File: config.mk
export PLATFORM = sky130hd
export DESIGN_NAME = aclk_controller
export DESIGN_NICKNAME = d
export VERILOG_FILES = /design/src/rtl/aclk_controller.sv
export SDC_FILE = /design/constraint.sdc
export NUM_CORES = 1
export LEC_CHECK = 0
export ABC_AREA = 1
export BUFFER_PORTS_ARGS = -buffer_cell sky130_fd_sc_hd__buf_2
export CAP_MARGIN = 20
export CELL_PAD_IN_SITES_DETAIL_PLACEMENT = 1
export CELL_PAD_IN_SITES_GLOBAL_PLACEMENT = 1
export CORE_MARGIN = 4
export CORE_UTILIZATION = 36
export DETAILED_ROUTE_END_ITERATION = 6
export PLACE_DENSITY = 0.79
export REMOVE_ABC_BUFFERS = 1
export SLEW_MARGIN = 10
export SYNTH_ARGS = -nofsm -noshare
export SYNTH_HDL_FRONTEND = slang
export SYNTH_SLANG_ARGS = --single-unit
export TNS_END_PERCENT = 1
File: constraint.sdc
create_clock -name clock -period 2 [get_ports clock]
set_clock_uncertainty 0.1 [all_clocks]
set_input_delay 0 -clock clock [delete_from_list [all_inputs] [get_ports clock]]
set_output_delay 0 -clock clock [all_outputs]
set_load 0.02 [all_outputs]
File: src/rtl/aclk_controller.sv
// Alarm-clock display sequencer: keypad entry buffer, selects and load strobes.
// Optional ACLK_TIME_CHECK_EN suppresses loads of buffers that are not valid 24h times.
module aclk_controller #(
  parameter int TIMEOUT_SEC = 10
) (
  input  logic       clock,
  input  logic       reset,
  input  logic       one_second,
  input  logic [3:0] key,
  input  logic       alarm_button,
  input  logic       time_button,
  output logic [3:0] key_ms_hr,
  output logic [3:0] key_ls_hr,
  output logic [3:0] key_ms_min,
  output logic [3:0] key_ls_min,
  output logic       show_alarm,
  output logic       show_new_time,
  output logic       load_alarm,
  output logic       load_new_time,
  output logic       shift
);

  typedef enum logic [2:0] {
    SHOW_TIME,
    KEY_STORED,
    KEY_WAITED,
    KEY_ENTRY,
    SHOW_ALARM,
    SET_ALARM_TIME,
    SET_CURRENT_TIME
  } state_t;

  localparam logic [3:0] LAST = 4'(TIMEOUT_SEC - 1);

  state_t     state, state_nxt;
  logic [3:0] cnt;
  logic       digit;
  logic       timing;
  logic       timeout;
  logic       tmo_exit;
  logic       clr_buf;
  logic       time_ok;

  assign digit   = (key <= 4'd9);
  assign timing  = (state == KEY_WAITED) || (state == KEY_ENTRY);
  assign timeout = (cnt == LAST) && one_second;

`ifdef ACLK_TIME_CHECK_EN
  assign time_ok = (key_ms_hr <= 4'd2)
                && ((key_ms_hr != 4'd2) || (key_ls_hr <= 4'd3))
                && (key_ms_min <= 4'd5);
`else
  assign time_ok = 1'b1;
`endif

  always_ff @(posedge clock) begin
    if (reset) state <= SHOW_TIME;
    else       state <= state_nxt;
  end

  always_comb begin
    state_nxt = state;
    unique case (state)
      SHOW_TIME: begin
        if (alarm_button) state_nxt = SHOW_ALARM;
        else if (digit)   state_nxt = KEY_STORED;
      end
      KEY_STORED: state_nxt = KEY_WAITED;
      KEY_WAITED: begin
        if (!digit)       state_nxt = KEY_ENTRY;
        else if (timeout) state_nxt = SHOW_TIME;
      end
      KEY_ENTRY: begin
        if (alarm_button)     state_nxt = SET_ALARM_TIME;
        else if (time_button) state_nxt = SET_CURRENT_TIME;
        else if (timeout)     state_nxt = SHOW_TIME;
        else if (digit)       state_nxt = KEY_STORED;
      end
      SHOW_ALARM: begin
        if (!alarm_button) state_nxt = SHOW_TIME;
      end
      SET_ALARM_TIME:   state_nxt = SHOW_TIME;
      SET_CURRENT_TIME: state_nxt = SHOW_TIME;
      default:          state_nxt = SHOW_TIME;
    endcase
  end

  // Inactivity timer restarts in KEY_STORED, so each digit gets a full window
  always_ff @(posedge clock) begin
    if (reset || !timing)              cnt <= '0;
    else if (one_second && cnt != 4'hF) cnt <= cnt + 4'd1;
  end

  assign tmo_exit = timing && (state_nxt == SHOW_TIME);
  assign clr_buf  = tmo_exit
                 || (state == SET_ALARM_TIME)
                 || (state == SET_CURRENT_TIME);

  always_ff @(posedge clock) begin
    if (reset || clr_buf) begin
      key_ms_hr  <= '0;
      key_ls_hr  <= '0;
      key_ms_min <= '0;
      key_ls_min <= '0;
    end else if (state == KEY_STORED) begin
      key_ms_hr  <= key_ls_hr;
      key_ls_hr  <= key_ms_min;
      key_ms_min <= key_ls_min;
      key_ls_min <= key;
    end
  end

  always_comb begin
    show_alarm    = (state == SHOW_ALARM);
    show_new_time = (state == KEY_STORED)
                 || (state == KEY_WAITED)
                 || (state == KEY_ENTRY);
    shift         = (state == KEY_STORED);
    load_alarm    = (state == SET_ALARM_TIME) && time_ok;
    load_new_time = (state == SET_CURRENT_TIME) && time_ok;
  end

endmodule

==> flow_summary.toml <==
[logic_synthesis]
yosysTopAreaCellShare_pct = 37.0
ys_warn_count = 0
synth_top_family_by_area = "simple AND/OR/NAND/NOR gates"
synth_compound_area_share_pct = 7.64
synthSimpleGateAreaFrac_pct = 41.0
synth_xor_xnor_area_share_pct = 0
ys_seq_elements = 23
muxShareOfSynthArea_pct = 0
synthAdderAreaFrac_pct = 2.01
synth-seq-area-share_pct = 37.0
avgSynthCellArea_um2 = 6.99
synth_cell_types = 24
yosys-top-cells-area = "dfxtp_1 37%, nand2_1 16%, nor2_4 9.9%, inv_1 7.8%, nor2_1 5.7%"
yosysTopAreaCell = "dfxtp_1"
syn_area_mm2 = 0.00124
netlist_instances = 178

[timing]
timing_hold_violations_final = 0
rsz0062_at_grt = "no"
fin_ws_ps = 181
fmax_mhz = 550
fin_crit_sh_pct = 90.9
setup_tns_ps = 0
finalMaxSlewViolations = 0
fin_crit_ps = 1820
slew_headroom_pct = 76.3
worst_slew_pin_slew_ps = 353
setup_viol = 0

[routing]
routed_wl_mm = 2.77
first_iter_violations = 26
antenna_left = 0
viasPerCell = 4.41
drc = 0
wl_met3_um = 108
vias = 1155
wl_per_cell_um = 10.6
drt-met1-wl_mm = 1.20
routed.top_layer = "met4"
drtPass1Iterations = 4
met2_length_mm = 1.43

[global_route]
track_usage_pct = 14.3
grt_pass1_vias = 1138
grt_pass1_wl_mm = 4.93
antenna_found_initial = 0
grt_max_degree = 18
grt_overflow_total = 0

[setup_path]
crit_path_start_kind = "flop"
cp_cell_sequence = "inv_1, ha_1, nand2_1, inv_1, nand2_2, nand3_1, nand2_1, nand2_1, a21oi_2, dlygate4sd3_1"
worstPathRequired_ps = 2160
cpMostUsedCell = "nand2_1"
max_stage_delay_ps = 560
crit_fanout = 4
crit_family = "buffers and inverters"
critPathKind = "flop to flop"
end_kind = "flop"
arrival_ps = 1980
slowest_stage = "dlygate4sd3_1"
path_buf_inv = 3

[layout]
nets = 228
drive_gt1_share_pct = 28.2
postLayoutCoreUtil_pct = 46.1
diodes = 0
area_delta_synth_final_pct = 23.5

[place]
hpwl_mm = 2.13
io_buffers = 29
place_congestion = 0.803
place_ws_ps = 203

[clock_network]
clkSinkCount = 23
h-tree-depth = 1
clk_latency_ps = 310
tritoncts = "built"
post-cts-setup-buffers = 0
clockRootBuffer = "clkbuf_4"
clock_path_buffers = 2
clkTransAtPathRegs_ps = 130
numCtsBuffers = 3

[power]
leakage_nw = 0.696
power_frac_clock_pct = 25.5
p_sw_uw = 253
pwr_density_cell_mw_per_mm2 = 554
pwr-share-seq_pct = 56.4
p_comb_share_pct = 18.2
p_int_uw = 599
ir_drop_v = 0.000262
p_sw_share_pct = 29.6

[floorplan]
fp.dieH_um = 66.8
core_area_mm2 = 0.00334
start_util_pct = 37.3
rows = 21
die-width_um = 66.8
die_area_mm2 = 0.00446
io_pins = 30

[status]
status = "completed"

[flow_run]
maxCapViolCount = 0

[hold_path]
hold_path_class = "input port to flop"
[power groups by stage]
| stage | Combinational, mW | Sequential, mW | Clock, mW |
|---|---|---|---|
| finish | 0.155 | 0.480 | 0.217 |
| global route | 0.174 | 0.483 | 0.254 |
| CTS | 0.153 | 0.481 | 0.228 |
| detailed placement | 0.141 | 0.491 | 0 |
| global placement | 0.141 | 0.491 | 0 |
| floorplan | 0.0945 | 0.493 | 0 |
[registers in the layout, indices dropped and copies added, names as in the netlist]
register	count
state	3
key_ls_min	4
key_ms_hr	4
key_ms_min	4
cnt	4
key_ls_hr	4
[cell usage in the layout, fill, tap and decap left out, types with 2 or more instances in the layout]
cell	count
clkinv_1	3
a21oi_2	3
dfxtp_1	22
nor3_1	2
inv_2	4
ha_1	2
inv_1	26
o21ai_0	9
nor2_4	11
nor2_1	19
nand2_1	52
clkbuf_4	3
nand3_1	5
a21oi_1	3
nand2_2	3
nor2_2	2
buf_2	29
nand4_1	2
dlygate4sd3_1	7
[worst reg2reg max path, stage by stage (launching register included)]
cell	delay [ps]
dfxtp_2	370
inv_1	40
ha_1	160
nand2_1	80
inv_1	50
nand2_2	80
nand3_1	70
nand2_1	60
nand2_1	80
a21oi_2	110
dlygate4sd3_1	560
[cell usage after synthesis]
library cell	n
a21boi_0	1
nor2_1	19
dfxtp_1	23
inv_2	4
inv_1	26
nand2_2	2
nor3_2	1
o21ai_1	1
nand3_1	5
ha_1	2
nand2_4	1
nor3_4	1
or2_2	1
buf_12	1
o21ai_0	9
a21oi_2	2
a21oi_1	4
buf_2	2
clkinv_1	3
nor2_4	11
nand4_1	2
nor3_1	2
nand2_1	53
nor2_2	2
[logic make-up after synthesis]
family	Yosys count
AO/OA/AOI/OAI	17
adder cells (fa/ha/maj)	2
buffers and inverters	36
AND/OR/NAND/NOR	100
flip-flops	23
[through the flow]
step | total power [mW] | instances | hold slack, ps | instance area, um2
3_5_place_dp | 0.632 | 251 | 144 | 1430
3_3_place_gp | 0.632 | 251 | 145 | 1430
2_1_floorplan | 0.588 | 175 | -30.9 | 1210
4_1_cts | 0.862 | 262 | 9.29 | 1520
5_1_grt | 0.911 | 262 | 22.3 | 1540
6_report | 0.852 | 262 | 5.41 | 1540
[routing by layer]
metal / vias up / GRT usage (%)
li1: 611 / -
met1: 522 / 17.3
met2: 18 / 25.5
met3: 4 / 2.19
met4: 0 / 4.57
met5: - / 0
[area by class of cell]
class                      instances  area [um2]
fill                             471        1800
multi-input combinational        119         646
sequential                        23         462
timing repair buffer              37         223
inverter                          33         124
tap                               46        57.6
clock buffer                       4        26.3
[worst paths after layout]
check,from,endpoint,slack (ps),cells after the start
worst max-delay path,cnt[1],state[1],180,10
worst min-delay path,key[1],key_ls_min[1],5,5
worst max register to register,cnt[1],state[1],180,10
worst min register to register,cnt[3],cnt[3],420,2
[timing repair]
action,in CTS,in global routing
endpoints found under the hold margin,9,0
hold buffers,7,0
gates resized for setup,0,4
endpoints found under the setup margin,0,11
(Power assumes the default switching activity.)
